## config.mk

```make
export PLATFORM = sky130hd
export DESIGN_NAME = decode_stage
export DESIGN_NICKNAME = d
export VERILOG_FILES = /design/src/rtl/decode_stage.sv
export SDC_FILE = /design/constraint.sdc
export NUM_CORES = 2
export LEC_CHECK = 0
export CELL_PAD_IN_SITES_DETAIL_PLACEMENT = 0
export CELL_PAD_IN_SITES_GLOBAL_PLACEMENT = 1
export CORE_ASPECT_RATIO = 0.7
export CORE_MARGIN = 1
export CORE_UTILIZATION = 40
export CTS_CLUSTER_SIZE = 10
export DETAILED_ROUTE_END_ITERATION = 8
export GPL_TIMING_DRIVEN = 0
export PLACE_DENSITY_LB_ADDON = 0.1
export SYNTH_ARGS = -nofsm -noshare
export SYNTH_HDL_FRONTEND = slang
export SYNTH_SLANG_ARGS = --single-unit
export TNS_END_PERCENT = 50
```

## constraint.sdc

```tcl
create_clock -name clk -period 7.4 [get_ports clk]
set_input_delay 1.48 -clock clk [delete_from_list [all_inputs] [get_ports clk]]
set_output_delay 1.48 -clock clk [all_outputs]
set_load 0.03 [all_outputs]
```

## src/rtl/decode_stage.sv

```systemverilog
// decode_stage: Y86-64 decode/write-back stage with register file, forwarding and E pipeline register
module decode_stage #(
  parameter logic [63:0] STACK_INIT = 64'd0
) (
  input  logic        clk,
  input  logic        reset,
  input  logic [3:0]  D_icode,
  input  logic [3:0]  D_ifun,
  input  logic [3:0]  D_rA,
  input  logic [3:0]  D_rB,
  input  logic [63:0] D_valC,
  input  logic [63:0] D_valP,
  input  logic [3:0]  D_stat,
  input  logic        E_bubble,
  input  logic [3:0]  e_dstE,
  input  logic [63:0] e_valE,
  input  logic [3:0]  M_dstE,
  input  logic [3:0]  M_dstM,
  input  logic [63:0] M_valE,
  input  logic [63:0] m_valM,
  input  logic [3:0]  W_dstE,
  input  logic [3:0]  W_dstM,
  input  logic [63:0] W_valE,
  input  logic [63:0] W_valM,
  output logic [3:0]  d_srcA,
  output logic [3:0]  d_srcB,
  output logic [3:0]  E_icode,
  output logic [3:0]  E_ifun,
  output logic [3:0]  E_stat,
  output logic [63:0] E_valC,
  output logic [63:0] E_valA,
  output logic [63:0] E_valB,
  output logic [3:0]  E_dstE,
  output logic [3:0]  E_dstM,
  output logic [3:0]  E_srcA,
  output logic [3:0]  E_srcB
);
  logic [63:0] rf_q [15];
  logic [3:0]  d_dstE, d_dstM;
  logic [63:0] d_valA, d_valB, rd_a, rd_b;
  function automatic logic [63:0] fwd(input logic [3:0] src, input logic [63:0] rf);
    return src == 4'hF ? 64'd0 :
           src == e_dstE ? e_valE :
           src == M_dstM ? m_valM :
           src == M_dstE ? M_valE :
           src == W_dstM ? W_valM :
           src == W_dstE ? W_valE : rf;
  endfunction
  always_comb begin
    d_srcA = (D_icode inside {4'h2, 4'h4, 4'h6, 4'hA}) ? D_rA :
             (D_icode inside {4'h9, 4'hB}) ? 4'h4 : 4'hF;
    d_srcB = (D_icode inside {4'h4, 4'h5, 4'h6}) ? D_rB :
             (D_icode inside {4'h8, 4'h9, 4'hA, 4'hB}) ? 4'h4 : 4'hF;
    d_dstE = (D_icode inside {4'h2, 4'h3, 4'h6}) ? D_rB :
             (D_icode inside {4'h8, 4'h9, 4'hA, 4'hB}) ? 4'h4 : 4'hF;
    d_dstM = (D_icode inside {4'h5, 4'hB}) ? D_rA : 4'hF;
    rd_a   = d_srcA == 4'hF ? 64'd0 : rf_q[d_srcA];
    rd_b   = d_srcB == 4'hF ? 64'd0 : rf_q[d_srcB];
    d_valA = (D_icode inside {4'h7, 4'h8}) ? D_valP : fwd(d_srcA, rd_a);
    d_valB = fwd(d_srcB, rd_b);
  end
  always_ff @(posedge clk) begin
    if (reset) begin
      for (int i = 0; i < 15; i++) rf_q[i] <= (i == 4) ? STACK_INIT : 64'd0;
    end else begin
      if (W_dstE != 4'hF) rf_q[W_dstE] <= W_valE;
      if (W_dstM != 4'hF) rf_q[W_dstM] <= W_valM;
    end
  end
  always_ff @(posedge clk) begin
    if (reset || E_bubble) begin
      E_icode <= 4'h1;
      E_ifun  <= 4'h0;
      E_stat  <= 4'h8;
      E_valC  <= 64'd0;
      E_valA  <= 64'd0;
      E_valB  <= 64'd0;
      E_dstE  <= 4'hF;
      E_dstM  <= 4'hF;
      E_srcA  <= 4'hF;
      E_srcB  <= 4'hF;
    end else begin
      E_icode <= D_icode;
      E_ifun  <= D_ifun;
      E_stat  <= D_stat;
      E_valC  <= D_valC;
      E_valA  <= d_valA;
      E_valB  <= d_valB;
      E_dstE  <= d_dstE;
      E_dstM  <= d_dstM;
      E_srcA  <= d_srcA;
      E_srcB  <= d_srcB;
    end
  end
endmodule

```

After elaboration in Yosys (flattened, before gate mapping)

Memories as Yosys holds them, arrays and structs flattened.
Index checks and enable logic that the tools add are counted.

Memories: 1
Bits in writable memories: 960
Output and inout port bits: 228
Bits in registers: 220
Word-level logic and storage cells: 79

Multiplexer cells: 31
Eq/ne operators: 24
Reduce and logical (&&, ||, !) cells: 12
Bitwise gates (word level): 1

Memory list:

| memory | words | bits a word | rd ports | clocked after Yosys merged registers in | wr ports | RTL line | RTL |
|---|---|---|---|---|---|---|---|
| rf_q   | 15    | 64          | 2        | 0                                       | 15       | 38       | `logic [63:0] rf_q [15];` |

Operators with widths:

| kind                                                                  | number |
|---|---|
| 64-bit two-way mux                                                    | 14 |
| 64-bit OR reduction                                                   | 2 |
| 4-bit equality test                                                   | 10 |
| 4-bit two-way mux                                                     | 7 |
| 4-bit equality test, second input constant                            | 6 |
| 4-bit by 3-bit equality test with 1-bit output, second input constant | 4 |
| 1-bit two-way mux                                                     | 10 |
| 4-bit by 2-bit equality test with 1-bit output, second input constant | 2 |
| 4-bit != test, second input constant                                  | 2 |
| 4-bit nonzero test                                                    | 2 |
| 2-bit nonzero test                                                    | 3 |
| 3-bit nonzero test                                                    | 2 |
| 2-bit OR reduction                                                    | 2 |
| 1-bit logical OR                                                      | 1 |
| 1-bit NOT                                                             | 1 |

Depth between registers and ports, before layout

Depth after elaboration: 12
Mapped depth: 13
Gate-level depth less buffers: 8

Least setup slack after synthesis

OpenSTA, ideal clock, no wires.

Kind: input to register
Start point: input port W_dstE[3]
End point: memory rf_q[3][0], enable pin
Arrival: 6.607 ns
Setup slack: 0.219 ns
Cell stages on the path: 4
Cell sequence: clkbuf_1 > or2_2 > clkbuf_1 > o21ai_0

RTL lines:

| element     | RTL line | RTL |
|---|---|---|
| from (decl) | 21       | `input logic [3:0] W_dstE,` |
| to (decl)   | 38       |  |

Worst setup path after layout

Start point: input port D_icode[0]
End point: output port d_srcA[0]

Longest elaborated chain between the ends: 4

Ends and longest elaborated chain:

| element               | RTL line | RTL |
|---|---|---|
| from (decl)           | 7        | `input logic [3:0] D_icode,` |
| 4-bit equality test   | 51       | `(D_icode inside {4'h9, 4'hB}) ? 4'h4 : 4'hF;` |
| 2-bit nonzero test    | 51       |  |
| 4-bit two-way mux     | 51       |  |
| 4-bit two-way mux (*) | 50       | `d_srcA = (D_icode inside {4'h2, 4'h4, 4'h6, 4'hA}) ? D_rA :` |
| to (decl)             | 25       | `output logic [3:0] d_srcA,` |

Every way passes the cells marked *; elsewhere a longest branch is shown, timed or not.

==> metrics.md <==
| Metric | Value |
|---|---|
| Outcome | `finished with violations` |
| Failing checks | `capacitance limit, slew limit` |
| Largest net degree at the start of global routing | `44` |
| Synth Register Bits | `1,244` |
| Fillers | `15,700` |
| CTS tree | `yes` |
| Placed inst area | `79,900 µm²` |
| Syn Std Cell Area | `69,800 µm²` |
| Clock skew | `0.0400 ns` |
| Crit path top cell by count | `clkbuf_1` |
| Post-CTS setup buffers | `0` |
| Number of CTS-inserted buffers | `147` |
| Distinct cells, synth | `68` |
| Flop pwr share | `43.5%` |
| I/O pins | `719` |
| First-pass GRT wire length | `510 mm` |
| DRC viols | `0` |
| Die X | `501 µm` |
| CP Cell Sequence | `clkdlybuf4s50_1, and3b_1, clkbuf_1, a31o_2, inv_2, clkbuf_1, clkbuf_1, clkdlybuf4s50_1` |
| Worst setup margin | `0.0645 ns` |
| Delay-heaviest family, CP | `buffers and inverters` |
| Highest clock rate | `0.136 GHz` |
| Vias | `65,800` |
| Min-delay worst type | `reg -> reg` |
| Layout cell share with drive strength beyond 1 | `10.3%` |
| CTS root buf | `clkbuf_16` |
| Drt wl/cell | `41.8 µm` |
| Critical Path Start Type | `input port` |
| Max-slew violations | `91` |
| ANT nets after route | `0` |
| Final setup fails | `0` |
| Syn Inst Count | `5,862` |
| YS warnings | `0` |
| Final min period | `7.34 ns` |
| Final Instance Area | `84,200 µm²` |
| CP Capture Type | `output pin` |
| Worst slack, placed | `0.0381 ns` |
| Drt first pass iters | `9` |
| Post-CTS sizing | `0` |
| Area Growth Syn to Fin | `20.8%` |
| Slowest stage cell, crit path | `clkbuf_1` |
| Pwr Density | `230 nW/µm²` |
| Combinational fraction of design power | `20.8%` |
| Synth Flop Type | `edfxtp_1` |
| Post-synth EDFFs | `1,024` |
| Worst slew pin tran | `1.62 ns` |
| RSZ-0062 raised after global routing | `no` |
| Final Hold Vio Count | `0` |
| H-Tree Depth | `4` |
| Initial antenna violation count | `41` |
| Initial DRC Count | `11,500` |
| Max Cap Violations | `9` |
| Post-synth ARST share | `0%` |
| Dpl hpwl | `279 mm` |
| Seq/Total Area, Yosys | `50.4%` |
| Worst EP arrival | `5.86 ns` |
| CP Buf/Inv Count | `6` |
| Starting density of the core | `40.5%` |
| Clock share of power | `35.8%` |
| Seq. cell area | `35,200 µm²` |
| Placeable Area | `172,000 µm²` |
| Sw power | `6100 µW` |
| I/O Buffers | `587` |
| Placer Congestion | `0.987` |
| Worst EP required | `5.92 ns` |
| Fin nets | `7,212` |
| Total GRT Usage | `42.1%` |
| Vias in the first global route | `61,000` |
| WL final | `384 mm` |
| Synthesized area per cell | `11.9 µm²` |
| Final period util | `99.1%` |
| # rows | `127` |
| Multi-input logic area | `31,100 µm²` |
| Worst-path clk slew | `0.06 ns` |
| CTS sink count | `1,244` |
| Internal | `13,300 µW` |
| Worst Setup Path Type | `in -> out` |
| Max_slew headroom | `-7.94%` |
| Sw frac | `31.4%` |
| Routed vias/inst | `7.18` |
| Maximum fanout along the worst path | `10` |
| Total grt overflow | `0` |
| CP peak stage delay | `1.21 ns` |
| Post-CTS Hold Fix Bufs | `0` |
| Peak VDD IR | `0.000261 V` |
| Worst-Skew Late Latency | `0.83 ns` |
| Total die area | `176,000 µm²` |
| Vert. Die Dim | `351 µm` |
| Clock Tree Buf Depth | `3` |
| Leak Pwr | `0.0291 µW` |
==> per-stage QoR <==
| step | std cells | setup TNS [ns] | utilization [%] | power (µW) | hold slack (ns) |
|---|---|---|---|---|---|
| 2_1_floorplan | 5925 | 0 | - | 10500 | 0.712 |
| 3_3_place_gp | 8834 | -1630.59 | 45.7 | 12300 | 0.803 |
| 3_5_place_dp | 8894 | 0 | 46.4 | 12400 | 0.819 |
| 4_1_cts | 9139 | 0 | 48.9 | 19100 | 0.825 |
| 5_1_grt | 9152 | 0 | 48.9 | 19700 | 0.885 |
| 6_report | 9172 | 0 | 48.9 | 19400 | 0.841 |
==> kinds of logic after synthesis <==
logic type / share of synthesized area [%]
flops: 50.4
simple gates: 5.12
buf+inv: 5.64
other cells: 0.00538
compound gates: 25.1
xor+xnor: 0.276
mux: 13.5
==> flip-flops by register name, indices dropped and copies added (netlist names) <==
register and cells:
E_valA 64, rf_q 1024, E_valB 64, E_ifun 4, E_valC 64, E_dstM 4, E_icode 4, E_stat 4
E_srcB 4, E_dstE 4, E_srcA 4
==> cell usage in the layout, fill, tap and decap left out, types with 70 or more instances in the layout <==
| cell type | n |
|---|---|
| nor3_1 | 197 |
| mux2i_1 | 508 |
| mux4_2 | 128 |
| a22o_1 | 961 |
| o21ai_0 | 70 |
| buf_1 | 76 |
| clkbuf_1 | 782 |
| clkdlybuf4s50_1 | 587 |
| buf_2 | 128 |
| nand2_1 | 159 |
| dfxtp_1 | 220 |
| o22ai_1 | 257 |
| and2_1 | 77 |
| edfxtp_1 | 1024 |
| a22oi_1 | 189 |
| clkbuf_16 | 154 |
| a221oi_1 | 126 |
| a211oi_1 | 194 |
| mux2_2 | 126 |
==> synthesized netlist by cell type (72+ instances only) <==
cell         n  area, µm²
nand2_1    159        597
a22oi_1    189       1420
mux2i_1    508       5080
mux2_2     126       1420
and2_1      77        482
o22ai_1    257       1610
nor3_1     203       1020
dfxtp_1    220       4400
clkbuf_1   729       2740
buf_2      127        636
a221oi_1   126       1100
buf_1       77        289
a211oi_1   194       1460
o21ai_0     72        360
a22o_1     961       8420
mux4_2     128       2880
edfxtp_1  1024      30700
==> final cells by class <==
class | instances | share of cell area [%]
Antenna cell | 33 | 0.0980
Buffer | 956 | 4.62
Clock buffer | 230 | 4.95
Clock inverter | 15 | 0.105
Inverter | 18 | 0.0802
Multi-Input combinational cell | 3707 | 36.9
Sequential cell | 1244 | 41.7
Tap cell | 2322 | 3.45
Timing Repair Buffer | 647 | 8.05
==> per-layer routing <==
metal / up-vias / GRT usage [%] / routed length (µm)
li1: 25700 / - / -
met1: 32800 / 55.3 / 146000
met2: 6191 / 58.7 / 156000
met3: 1140 / 15.8 / 56300
met4: 28 / 25.0 / 25700
met5: - / 0 / 192
==> final timing paths <==
path	cells after the start	from	end	slack [ns]
hold reg to reg	4	rf_q[7][16]$_DFFE_PP_	E_valA[16]$_SDFF_PP0_	0.84
setup / recovery	8	D_icode[0]	d_srcA[0]	0.06
setup reg to reg	5	rf_q[5][45]$_DFFE_PP_	E_valA[45]$_SDFF_PP0_	4.90
hold / removal	4	rf_q[7][16]$_DFFE_PP_	E_valA[16]$_SDFF_PP0_	0.84
==> worst reg2reg max path, stage by stage (launching register included) <==
cell      delay (ns)
edfxtp_1        0.35
mux2i_1         0.08
mux2_2          0.35
o22ai_1         0.16
a211oi_1        0.12
o31ai_1         1.21
==> power groups by stage <==
stage	combinational (µW)	clock, µW	sequential [µW]
after detailed placement	3820	0	8560
final	4030	6950	8440
after global placement	3750	0	8600
after global routing	4050	7150	8470
after CTS	3830	6880	8420
after floorplan	1850	0	8640
(Power assumes the default switching activity.)
